### src/rtl/emio_gpio_debounce_if.sv
// Signal bundle between the pad conditioner and its consumers (PS7 EMIO GPIO and fabric).
// The conditioner uses the slave view; the stimulus or pad side uses the master view.
interface emio_gpio_debounce_if #(
   parameter int unsigned WIDTH = 4
);
   logic [WIDTH-1:0] pad_i;
   logic [WIDTH-1:0] event_clr_i;
   logic [WIDTH-1:0] level_o;
   logic [WIDTH-1:0] rise_o;
   logic [WIDTH-1:0] fall_o;
   logic [WIDTH-1:0] event_o;
   logic             irq_o;

   modport slave (
      input  pad_i,
      input  event_clr_i,
      output level_o,
      output rise_o,
      output fall_o,
      output event_o,
      output irq_o
   );

   modport master (
      output pad_i,
      output event_clr_i,
      input  level_o,
      input  rise_o,
      input  fall_o,
      input  event_o,
      input  irq_o
   );
endinterface

### src/rtl/emio_gpio_debounce.sv
// Per-channel synchronizer and debouncer feeding EMIOGPIOI.
// Also provides registered edge pulses, sticky W1C edge events and an OR-ed interrupt.
module emio_gpio_debounce #(
   parameter int unsigned WIDTH         = 4,
   parameter int unsigned STABLE_CYCLES = 50000,
   parameter int unsigned CNT_W         = $clog2(STABLE_CYCLES + 1)
) (
   input logic                  fclk,
   input logic                  rst_n,
   emio_gpio_debounce_if.slave  bus
);

   localparam logic [CNT_W-1:0] CNT_LAST = CNT_W'(STABLE_CYCLES - 1);

   logic [WIDTH-1:0] s1;
   logic [WIDTH-1:0] s2;
   logic [WIDTH-1:0] level;
   logic [WIDTH-1:0] rise;
   logic [WIDTH-1:0] fall;
   logic [WIDTH-1:0] evt;

   logic [WIDTH-1:0] accept;
   logic [WIDTH-1:0] level_next;
   logic [WIDTH-1:0] rise_next;
   logic [WIDTH-1:0] fall_next;
   logic [WIDTH-1:0] evt_next;

   logic [CNT_W-1:0] cnt      [WIDTH];
   logic [CNT_W-1:0] cnt_next [WIDTH];

   // Acceptance clears the counter, so it never needs to wrap.
   always_comb begin
      accept = '0;
      for (int unsigned i = 0; i < WIDTH; i++) begin
         cnt_next[i] = '0;
         if (s2[i] != level[i]) begin
            if (cnt[i] == CNT_LAST) begin
               accept[i] = 1'b1;
            end else begin
               cnt_next[i] = cnt[i] + CNT_W'(1);
            end
         end
      end
      level_next = level ^ accept;
      rise_next  = accept & s2;
      fall_next  = accept & ~s2;
      // A new edge wins over a simultaneous clear.
      evt_next   = (evt & ~bus.event_clr_i) | rise_next | fall_next;
   end

   always_ff @(posedge fclk or negedge rst_n) begin
      if (!rst_n) begin
         s1    <= '0;
         s2    <= '0;
         level <= '0;
         rise  <= '0;
         fall  <= '0;
         evt   <= '0;
         for (int unsigned i = 0; i < WIDTH; i++) begin
            cnt[i] <= '0;
         end
      end else begin
         s1    <= bus.pad_i;
         s2    <= s1;
         level <= level_next;
         rise  <= rise_next;
         fall  <= fall_next;
         evt   <= evt_next;
         for (int unsigned i = 0; i < WIDTH; i++) begin
            cnt[i] <= cnt_next[i];
         end
      end
   end

   assign bus.level_o = level;
   assign bus.rise_o  = rise;
   assign bus.fall_o  = fall;
   assign bus.event_o = evt;
   assign bus.irq_o   = |evt;

endmodule

### src/flat_wrapper.sv
// flat-port wrapper written by rule: the top's interface ports become plain ports
module emio_gpio_debounce_flat 
#(
   parameter int unsigned WIDTH         = 4,
   parameter int unsigned STABLE_CYCLES = 50000,
   parameter int unsigned CNT_W         = $clog2(STABLE_CYCLES + 1)
)
  (fclk, rst_n, bus_pad_i, bus_event_clr_i, bus_level_o, bus_rise_o, bus_fall_o, bus_event_o, bus_irq_o);
  emio_gpio_debounce_if #(.WIDTH(WIDTH)) bus_i ();
  input logic fclk;
  input logic rst_n;
  input wire logic [$bits(bus_i.pad_i)-1:0] bus_pad_i;
  input wire logic [$bits(bus_i.event_clr_i)-1:0] bus_event_clr_i;
  output wire logic [$bits(bus_i.level_o)-1:0] bus_level_o;
  output wire logic [$bits(bus_i.rise_o)-1:0] bus_rise_o;
  output wire logic [$bits(bus_i.fall_o)-1:0] bus_fall_o;
  output wire logic [$bits(bus_i.event_o)-1:0] bus_event_o;
  output wire logic [$bits(bus_i.irq_o)-1:0] bus_irq_o;
  assign bus_i.pad_i = bus_pad_i;
  assign bus_i.event_clr_i = bus_event_clr_i;
  assign bus_level_o = bus_i.level_o;
  assign bus_rise_o = bus_i.rise_o;
  assign bus_fall_o = bus_i.fall_o;
  assign bus_event_o = bus_i.event_o;
  assign bus_irq_o = bus_i.irq_o;
  emio_gpio_debounce #(.WIDTH(WIDTH), .STABLE_CYCLES(STABLE_CYCLES), .CNT_W(CNT_W)) u_core (.fclk(fclk), .rst_n(rst_n), .bus(bus_i));
endmodule
### config.mk
export PLATFORM = sky130hd
export DESIGN_NAME = emio_gpio_debounce_flat
export DESIGN_NICKNAME = d
export VERILOG_FILES = /design/src/rtl/emio_gpio_debounce_if.sv /design/src/rtl/emio_gpio_debounce.sv /design/src/flat_wrapper.sv
export SDC_FILE = /design/constraint.sdc
export NUM_CORES = 1
export LEC_CHECK = 0
export CAP_MARGIN = 20
export CORE_MARGIN = 4
export CORE_UTILIZATION = 30
export CTS_CLUSTER_SIZE = 16
export DETAILED_ROUTE_END_ITERATION = 7
export SLEW_MARGIN = 20
export SYNTH_ARGS = -nofsm -noshare
export SYNTH_HDL_FRONTEND = slang
export SYNTH_SLANG_ARGS = --single-unit
### constraint.sdc
create_clock -name fclk -period 3.4 [get_ports fclk]
set_input_delay 0.51 -clock fclk [delete_from_list [all_inputs] [get_ports fclk]]
set_output_delay 0.51 -clock fclk [all_outputs]
set_load 0.05 [all_outputs]
Yosys cells after proc, flatten, opt, wreduce, memory -nomap -nowiden
Index checks and enable logic that the tools add are counted.

$add $sub $neg: 4. Eq/ne operators: 8. Multiplexer cells: 16. Bitwise logic cells: 8. Reductions and logical operators: 1.

Operators by type and width (count): $mux 16 (8); $add 16x1->16 const B (4); $eq 16x16->1 const B (4); $and 4x4->4 (3); $mux 1 (8); $not 4->4 (2); $or 4x4->4 (2); $ne 1x1->1 (4); $reduce_or 4->1 (1); $xor 4x4->4 (1).

Register bits: 88. Output and inout bits: 17.

Depth between registers and ports, before layout
Gate-level depths: netlist (run 1).

Word-level depth: 6. Gate-level depth with buffers: 7.

Least setup slack after synthesis (run 1)
OpenSTA, ideal clock, no wires.

Path kind: register -> register. From: register u_core.cnt[21] (netlist bit). To: register (tool-made name). Setup time: 0.125 ns. Arrival: 1.848 ns. Required time: 3.275 ns. Path slack: 1.427 ns. Cell stages (with the launch flop): 5. Buffers on the path: 1. Period minus slack after synthesis: 1.973 ns. Cells stage by stage: dfrtp_1 or4b_1 or4_1 buf_2 mux2_4.

RTL lines: start, declared (line emio_gpio_debounce.sv:28) `logic [CNT_W-1:0] cnt [WIDTH];`; start signal, assigned by index (line emio_gpio_debounce.sv:70) `cnt[i] <= cnt_next[i];`.

Final worst setup path (run 1)
From: register u_core.evt[3] (netlist: u_core.bus.event_o[3]). To: output bus_irq_o.

Cells in the longest elaborated chain, start to end: 1.

RTL lines: start, declared (line emio_gpio_debounce.sv:20) `logic [WIDTH-1:0] evt;`; start signal, assigned (line emio_gpio_debounce.sv:68) `evt <= evt_next;`; $reduce_or 4->1 (line emio_gpio_debounce.sv:79) `assign bus.irq_o = |evt;`; end, declared (line flat_wrapper.sv:18) `output wire logic [$bits(bus_i.irq_o)-1:0] bus_irq_o;`.

No other way between the ends.

==> run metrics, run 1 <==
Area contributors post-synth=dfrtp_1 (56%), xnor2_1 (10%), nor2_1 (6.6%); Layout area overhead=20.23%; share of layout cells above drive strength 1=6.112%; FF-to-FF Start=u_core.cnt[21]; Root Driver=clkbuf_16; port bufs=26; 1st-pass router iterations=4; crit path from=u_core.bus.event_o[3]; synthesized netlist net count=385; Mapped Avg Cell Area=10.57 µm²; Final Wtd Congestion=0.8343; cells after synthesis=371; Synth area leader=dfrtp_1; Setup WS post-layout=1.186 ns; chip width=122.3 µm; power density over the cells=475.4 nW/µm²; crit share post-route=65.13%; final WL=7270 µm; crit path time final=2.214 ns; clock share of power=48.9%; vias in the first global route=2680; crit path max fanout=2; kind of critical path=register to primary output; async set or reset register ratio after synthesis=100.0%; footprint of the multi-input gates=1635 µm²; CTS tree=yes; Logic pwr share=2.9%; Yosys top cell area share=56.16%; Crit path arrival time=1.70 ns; Worst-path clk slew=0.07 ns; Final #Nets=418; cts repair resizes=0; Worst slew margin=52.13%; net switching power=478.0 µW; Worst Setup Start Kind=register; Core ar.=12720 µm²; die footprint=14960 µm²; Worst Setup End Kind=primary output; fin cells=581; RSZ-0062 raised after global routing=false; CP Capture Point=bus_irq_o; switching share of power=21.33%; Worst Reg-to-Reg Cells=3; number of distinct library cells after synthesis=30; Post-route DRC=0; Initial Utilization=30.82%; Worst-Margin Slew=0.7181 ns; DRT iter0 DRCs=152; CTS Sinks=88; clk_skew=0.004508 ns; DR vias=2702; Setup Viol. Count Final=0; die height=122.3 µm; hold crit path type=primary input to async pin; YS warnings=0; largest net degree at the start of global routing=59; Sequential Power Share=48.2%; IO Count=27; Cell Rows=41; leakage=1.852 nW; # Post-CTS Setup Buffers=0; WP data required=2.89 ns; gr usage total=10.51%; # hold bufs at CTS=0; Max Cap Viol=0; H-tree depth=3; Routed wire per std cell=12.51 µm; TritonCTS buffer count=9; Max Clock Freq=451.6 MHz; post-route setup TNS=0 ns; fillers=1312; placed wire-length estimate=4934 µm; Syn Std Cell Area=3921 µm²; Seq. cell area=2202 µm²; gr ovfl total=0; first-pass GRT wire length=12700 µm; Max Buffers Root-to-Sink=2; cell count after placement=565; status=finished clean; synthesis-stage register bit count=88; Worst R2R Setup Slack=1.32 ns; initial antenna violation count=0; register area share after synthesis=56.16%; clock latency on the worst-skew pair=0.33 ns; Antenna Nets Post-Route=0; Max Slew Vio Count=0; vias per cell=4.651; # diodes=0; final core utilization=37.06%; Setup WS pre-CTS=1.328 ns; Post-synth EDFFs=0; Final Hold Vio Count=0; top_reg_cell synth=dfrtp_1; Worst VDD drop=0.2317 mV; internal power=1.763 mW
registers in the layout, summed over array words and instances (netlist names), named ones only:
| signal | count |
|---|---|
| u_core.bus.event_o | 4 |
| u_core.bus.fall_o | 4 |
| u_core.bus.rise_o | 4 |
| u_core.cnt | 64 |
| u_core.s1 | 4 |
| u_core.s2 | 4 |
synth_stat cells, drive strengths merged (6+ instances only):
cell    number
nor3b        8
nor4bb       6
and3         6
nand4       20
xnor2       46
nand3       20
nor4        14
nand2       19
inv         14
xor2        13
nor2        69
dfrtp       88
nor3        16
power groups by stage:
stage	registers (mW)	logic (mW)	clock network [mW]
floorplan	1.10	0.0291	0
global placement	1.10	0.0667	0
detailed placement	1.10	0.0675	0
CTS	1.08	0.0683	1.13
global route	1.08	0.0764	1.17
finish	1.08	0.0652	1.10
through the flow:
stage | hold slack, ns | cell area, µm² | total power [mW]
2_1_floorplan | 0.2144 | 3921 | 1.125
3_3_place_gp | 0.3370 | 4378 | 1.165
3_5_place_dp | 0.3365 | 4378 | 1.167
4_1_cts | 0.2684 | 4715 | 2.276
5_1_grt | 0.2952 | 4715 | 2.328
6_report | 0.2347 | 4715 | 2.241
logic make-up after synthesis:
kind of cell,share of synthesized area (%)
buf+inv,2.138
mux,1.244
xor+xnor,13.18
simple gates,25.37
flops,56.16
fa+ha+maj,1.276
compound gates,0.6381
layout by cell type, fill, tap and decap left out, types with 2 or more instances in the layout:
| cell type | instances |
|---|---|
| dfrtp_1 | 88 |
| nor2_1 | 69 |
| xnor2_1 | 46 |
| clkdlybuf4s50_1 | 25 |
| nand4_1 | 20 |
| nand3_1 | 20 |
| nand2_1 | 18 |
| nor3_1 | 16 |
| inv_1 | 14 |
| nor4_1 | 14 |
| xor2_1 | 13 |
| clkbuf_16 | 9 |
| nor3b_1 | 8 |
| and3_1 | 6 |
| nor4bb_1 | 6 |
| nand2b_1 | 4 |
| o21ai_0 | 4 |
| ha_1 | 4 |
| nor4b_1 | 3 |
| mux2_2 | 3 |
| inv_6 | 3 |
| buf_4 | 3 |
| bufinv_16 | 2 |
layout make-up:
| cell class | count | area share [%] |
|---|---|---|
| well taps | 172 | 4.565 |
| inverters | 14 | 1.115 |
| clock inverters | 6 | 2.070 |
| clock buffers | 10 | 5.069 |
| multi-input cells | 263 | 34.69 |
| flip-flops and latches | 88 | 46.71 |
| repair buffers | 28 | 5.786 |
worst min path at each step:
stage,from,cells past startpoint,end,slack (ns)
6_report,rst_n,1,u_core.cnt[42],0.23
3_5_place_dp,u_core.s1[2],0,u_core.s2[2],0.34
2_1_floorplan,rst_n,0,async pin,0.21
4_1_cts,rst_n,1,u_core.cnt[60],0.27
3_3_place_gp,u_core.s1[3],0,u_core.s2[3],0.34
5_1_grt,rst_n,1,u_core.cnt[60],0.30
routing by layer:
metal | track usage [%] | vias up | part of all wire [%] | wire length (µm)
met1 | 14.33 | 1320 | 49 | 3590
met3 | 3.410 | 7 | 3.1 | 226
met5 | 0 | - | 0 | 0
met4 | 2.729 | 0 | 1.1 | 81
li1 | - | 1342 | - | -
met2 | 16.21 | 33 | 46 | 3371
worst max-delay path, cell delays in order, from the launching register on:
cell and delay, ns:
dfrtp_1 0.37, inv_1 0.10, nand4_1 0.10, clkdlybuf4s50_1 0.80
Power figures use the tool's default switching activity.
==> run 2: changes to the inputs <==
==> constraint.sdc (replaced) <==
create_clock -name fclk -period 1.8 [get_ports fclk]
set_input_delay 0.27 -clock fclk [delete_from_list [all_inputs] [get_ports fclk]]
set_output_delay 0.27 -clock fclk [all_outputs]
set_load 0.05 [all_outputs]
==> run metrics, run 2 (same netlist as run 1, synthesis figures left out) <==
Worst path max stage delay=0.52 ns (-0.28 ns); Levels on crit path=5 (+2); gr ovfl total=0 (unchanged); port bufs=26 (unchanged); Worst Reg-to-Reg Cells=5 (+2); Post-route DRC=0 (unchanged); Setup Viol. Count Final=0 (unchanged); chip width=122.3 µm (unchanged); gr usage total=11.21% (+0.70 points); die height=122.3 µm (unchanged); H-tree depth=3 (unchanged); Routed wire per std cell=12.73 µm (+1.7%); WP data required=2.02 ns (-0.87 ns); kind of critical path=register to register; initial antenna violation count=0 (unchanged); Worst Setup End Kind=register; CTS tree=yes; Final #Nets=445 (+6.5%); Worst-path clk slew=0.06 ns (about the same); first-pass GRT wire length=13560 µm (+6.8%); Hold WS=0.3481 ns (+0.1134 ns); crit path max fanout=15 (+13); crit path time final=1.783 ns; TritonCTS buffer count=9 (unchanged); largest net degree at the start of global routing=36 (-39%); commonest non-fill, non-tap cell in the layout=dfrtp_1; RSZ-0062 raised after global routing=true; GR Util met1=15.46% (+1.1 points); crit path from=u_core.cnt[23]; Antenna Nets Post-Route=0 (unchanged); Max Clock Freq=560.9 MHz; crit-path cells=or4b_1 -> or4_4 -> buf_6 -> nand2_8 -> nor2_1; gr busiest metal=met2; Core ar.=12720 µm² (unchanged); crit share post-route=99.04%; 1st-pass router iterations=4 (unchanged); leakage=2.018 nW (+8.9%); Max Slew Vio Count=0 (unchanged); Final Wtd Congestion=0.8261 (-0.98%); RR Endpoint=u_core.cnt[19]; status=finished clean; FF-to-FF Start=u_core.cnt[23]; IO Count=27 (unchanged); hold crit path type=register to register; dpl cell area=4553 µm² (+4.0%); power density over the cells=820.6 nW/µm² (+73%); Max Buffers Root-to-Sink=2 (unchanged); Crit path arrival time=2.00 ns (+0.30 ns); Worst slew margin=56.10% (+4.0 points); DRT iter0 DRCs=86 (-43%); die footprint=14960 µm² (unchanged); DR vias=2801 (+3.7%); WP buf/inv=1 (-1); Worst R2R Setup Slack=0.02 ns (-1.30 ns); most flop-heavy register=u_core.cnt; max FFs per register=64 (unchanged); Initial Utilization=30.82% (unchanged); vias per cell=4.607 (-0.94%); clk_skew=0.005370 ns (+0.0008621 ns); final WL=7738 µm (+6.4%); # diodes=0 (unchanged); met3 GRT Util=2.857% (-0.55 points); slowest CP cell=or4b_1; Final Total Pwr=4.030 mW (+80%); Final Hold Vio Count=0 (unchanged); CTS Sinks=88 (unchanged); met2 Usage GRT=17.04% (+0.82 points); Layout area overhead=25.24%; Cell Rows=41 (unchanged); CP top delay family=simple AND/OR/NAND/NOR gates; Root Driver=clkbuf_16; Worst Setup Start Kind=register; Worst-Margin Slew=0.6563 ns (-0.06181 ns); share of layout cells above drive strength 1=14.45% (+8.3 points); Max Cap Viol=0 (unchanged); Worst VDD drop=0.5572 mV (+140%); placed wire-length estimate=5460 µm (+11%); clock latency on the worst-skew pair=0.33 ns (about the same); CP Capture Point=u_core.cnt[19]; Post-Layout Inst Area=4911 µm² (+4.2%); most frequent cells in the layout=dfrtp_1 (88), nor2_1 (69), xnor2_1 (46); vias in the first global route=2836 (+5.8%)
## run 2: metrics by stage
stage          instances  utilization (%)  setup TNS [ns]  setup slack, ns
2_1_floorplan        371                -        -0.08511         -0.05513
3_3_place_gp         589            35.79         -0.8533         -0.06624
3_5_place_dp         589            35.79          -1.322         -0.09587
4_1_cts              607            38.48               0         0.006426
5_1_grt              608            38.60         -0.8719         -0.06064
6_report             608            38.60               0          0.01722
## run 2: routing by layer
layer  vias up  routed length [µm]
li1       1390                   -
met1      1367                3784
met2        35                3528
met3         9                 306
met4         0                 119
met5         -                   0
## run 2: final cells by class
type / instances / area [µm²]
fill: 1289 / 7811
clock inverter: 7 / 72.57
sequential: 88 / 2202
tap: 172 / 215.2
clock buffer: 9 / 225.2
multi-input combinational: 263 / 1667
timing repair buffer: 55 / 476.7
inverter: 14 / 52.55
## run 2: power by group
group,switching (mW),internal (mW),total [mW],leakage (nW)
combinational,0.0892,0.0651,0.154,0.675
clock,0.765,1.07,1.84,0.141
sequential,0.0277,2.01,2.04,1.20
## run 2: timing repair
action,in CTS,in global routing
hold endpoints to repair,23,0
hold buffers,1,0
setup endpoints to repair,20,24
gates resized for setup,6,2
setup buffers,1,1
gates cloned,0,0
## run 2: worst register-to-register path, delay by kind of cell, from the launching register on
kind / cells / cell delay, ns
buf+inv: 1 / 0.16
simple gates: 4 / 1.15
flops: 1 / 0.37
## run 2: worst min path at each step
stage	end	cells after the start	startpoint	slack, ns
floorplan	async pin	0	rst_n	-0.03
global placement	u_core.bus.fall_o[1]	1	rst_n	0.22
CTS	u_core.s2[2]	0	u_core.s1[2]	0.35
global route	u_core.s2[3]	0	u_core.s1[3]	0.35
finish	u_core.s2[2]	0	u_core.s1[2]	0.35
detailed placement	u_core.bus.fall_o[1]	1	rst_n	0.22
==> run 3: changes to the inputs <==
--- a/config.mk
+++ b/config.mk
@@ -14,3 +14,4 @@
 export SYNTH_ARGS = -nofsm -noshare
 export SYNTH_HDL_FRONTEND = slang
 export SYNTH_SLANG_ARGS = --single-unit
+export TNS_END_PERCENT = 5
==> run metrics, run 3 (same netlist as run 1, synthesis figures left out) <==
# Post-CTS Setup Buffers=0 (-1); port bufs=26 (unchanged); gr usage total=11.29% (+0.078 points); net switching power=871.0 µW (-1.2%); Setup Viol. Count Final=0 (unchanged); DRT iter0 DRCs=140 (+63%); CTS tree=yes; Routed wire per std cell=12.41 µm (-2.5%); power density over the cells=826.1 nW/µm² (+0.66%); Final #Nets=441 (-0.90%); Worst Setup Start Kind=register; internal power=3.157 mW (+0.27%); commonest non-fill, non-tap cell in the layout=dfrtp_1; RSZ-0062 raised after global routing=true; status=finished clean; final WL=7497 µm (-3.1%); crit path time final=1.793 ns (+0.009843 ns); DR vias=2777 (-0.86%); Cell Rows=41 (unchanged); first-pass GRT wire length=13460 µm (-0.72%); Worst slew margin=65.95% (+9.9 points); initial antenna violation count=0 (unchanged); Worst VDD drop=0.7380 mV (+32%); Max Clock Freq=557.8 MHz (-0.55%); slowest CP cell=or4b_1; Core ar.=12720 µm² (unchanged); footprint of the multi-input gates=1647 µm² (-1.2%); Root Driver=clkbuf_16; # diodes=0 (unchanged); crit path max fanout=6 (-9); kind of critical path=register to register; TritonCTS buffer count=9 (unchanged); max FFs per register=64 (unchanged); Worst-path clk slew=0.07 ns (about the same); largest net degree at the start of global routing=38 (+5.6%); Worst Setup End Kind=register; Initial Utilization=30.82% (unchanged); chip width=122.3 µm (unchanged); Final Hold Vio Count=0 (unchanged); hold crit path type=register to register; CTS Sinks=88 (unchanged); Seq. cell area=2202 µm² (unchanged); most frequent cells in the layout=dfrtp_1 (88), nor2_1 (69), xnor2_1 (46); fillers=1294 (+0.39%); leakage=2.015 nW (-0.13%); Worst-Margin Slew=0.5099 ns (-0.1464 ns); Post-route DRC=0 (unchanged); 1st-pass router iterations=4 (unchanged); clock latency on the worst-skew pair=0.33 ns (about the same); dpl cell area=4551 µm² (about the same); placed wire-length estimate=5330 µm (-2.4%); Max Buffers Root-to-Sink=2 (unchanged); Worst path max stage delay=0.50 ns (-0.02 ns); Logic pwr share=3.8% (about the same); post-route setup TNS=0 ns (unchanged); Final Wtd Congestion=0.8054 (-2.5%); IO Count=27 (unchanged); switching share of power=21.63% (-0.26 points); Crit path arrival time=2.01 ns (about the same); H-tree depth=3 (unchanged); crit-path cells=or4b_1 -> or4_4 -> mux2_4; Sequential Power Share=50.6% (about the same); Max Cap Viol=0 (unchanged); Layout area overhead=24.35%; die height=122.3 µm (unchanged); clk_skew=0.008041 ns (+0.002671 ns); Antenna Nets Post-Route=0 (unchanged); clock share of power=45.7% (about the same); WP data required=2.02 ns (about the same); Max Slew Vio Count=0 (unchanged); vias in the first global route=2882 (+1.6%); Post-Layout Inst Area=4876 µm² (-0.71%); vias per cell=4.598 (-0.20%); crit share post-route=99.59% (+0.55 points); share of layout cells above drive strength 1=12.96% (-1.5 points); die footprint=14960 µm² (unchanged); gr ovfl total=0 (unchanged); most flop-heavy register=u_core.cnt
## run 3: through the flow
stage                     hold slack, ns  setup slack, ns  instances  util, %  power (mW)
final                             0.3471         0.007373        604    38.33       4.028
after detailed placement          0.2771         -0.08961        587    35.77       2.227
after global routing              0.3686         -0.05244        604    38.33       4.225
after global placement            0.2761         -0.08147        587    35.77       2.224
after CTS                         0.3481        -0.006108        604    38.22       4.101
after floorplan                 -0.02559         -0.05513        371        -       2.125
## run 3: power by group through the flow
stage	logic (mW)	registers [mW]	clock network (mW)
floorplan	0.0550	2.07	0
global placement	0.153	2.07	0
detailed placement	0.155	2.07	0
CTS	0.157	2.04	1.91
global route	0.176	2.04	2.01
finish	0.152	2.04	1.84
## run 3: layout make-up
class | instances | share of cell area, %
Sequential cell | 88 | 45.16
Multi-Input combinational cell | 263 | 33.77
Timing Repair Buffer | 51 | 9.469
Clock buffer | 10 | 4.696
Inverter | 14 | 1.078
Tap cell | 172 | 4.414
Clock inverter | 6 | 1.411
## run 3: per-layer routing
| metal | part of all wire (%) | up-vias | track usage (%) |
|---|---|---|---|
| li1 | - | 1388 | - |
| met1 | 49 | 1339 | 15.23 |
| met2 | 46 | 44 | 17.49 |
| met3 | 4.0 | 6 | 3.364 |
| met4 | 0.95 | 0 | 3.639 |
| met5 | 0 | - | 0 |
## run 3: timing repair
action / 4_1_cts / 5_1_grt
pin swaps: 0 / 0
endpoints found under the setup margin: 17 / 21
hold buffers: 1 / 0
resized for setup: 1 / 4
hold endpoints to repair: 35 / 0
cloned: 0 / 0
## run 3: final timing paths
kind | start | to | slack (ns) | cells past startpoint
worst max-delay path | u_core.cnt[21] | register | 0.007 | 3
worst min-delay path | u_core.s1[0] | u_core.s2[0] | 0.35 | 0
worst max register to register | u_core.cnt[21] | register | 0.007 | 3
worst min register to register | u_core.s1[0] | u_core.s2[0] | 0.35 | 0
max in group asynchronous | rst_n | u_core.cnt[9] | 0.80 | 3
min in group asynchronous | rst_n | u_core.cnt[40] | 0.46 | 2
## run 3: worst max-delay path, delay by kind of cell (launching register included)
kind             cells  cell delay, ns
DFF                  1            0.39
muxes                1            0.31
and+or+nand+nor      2            0.98
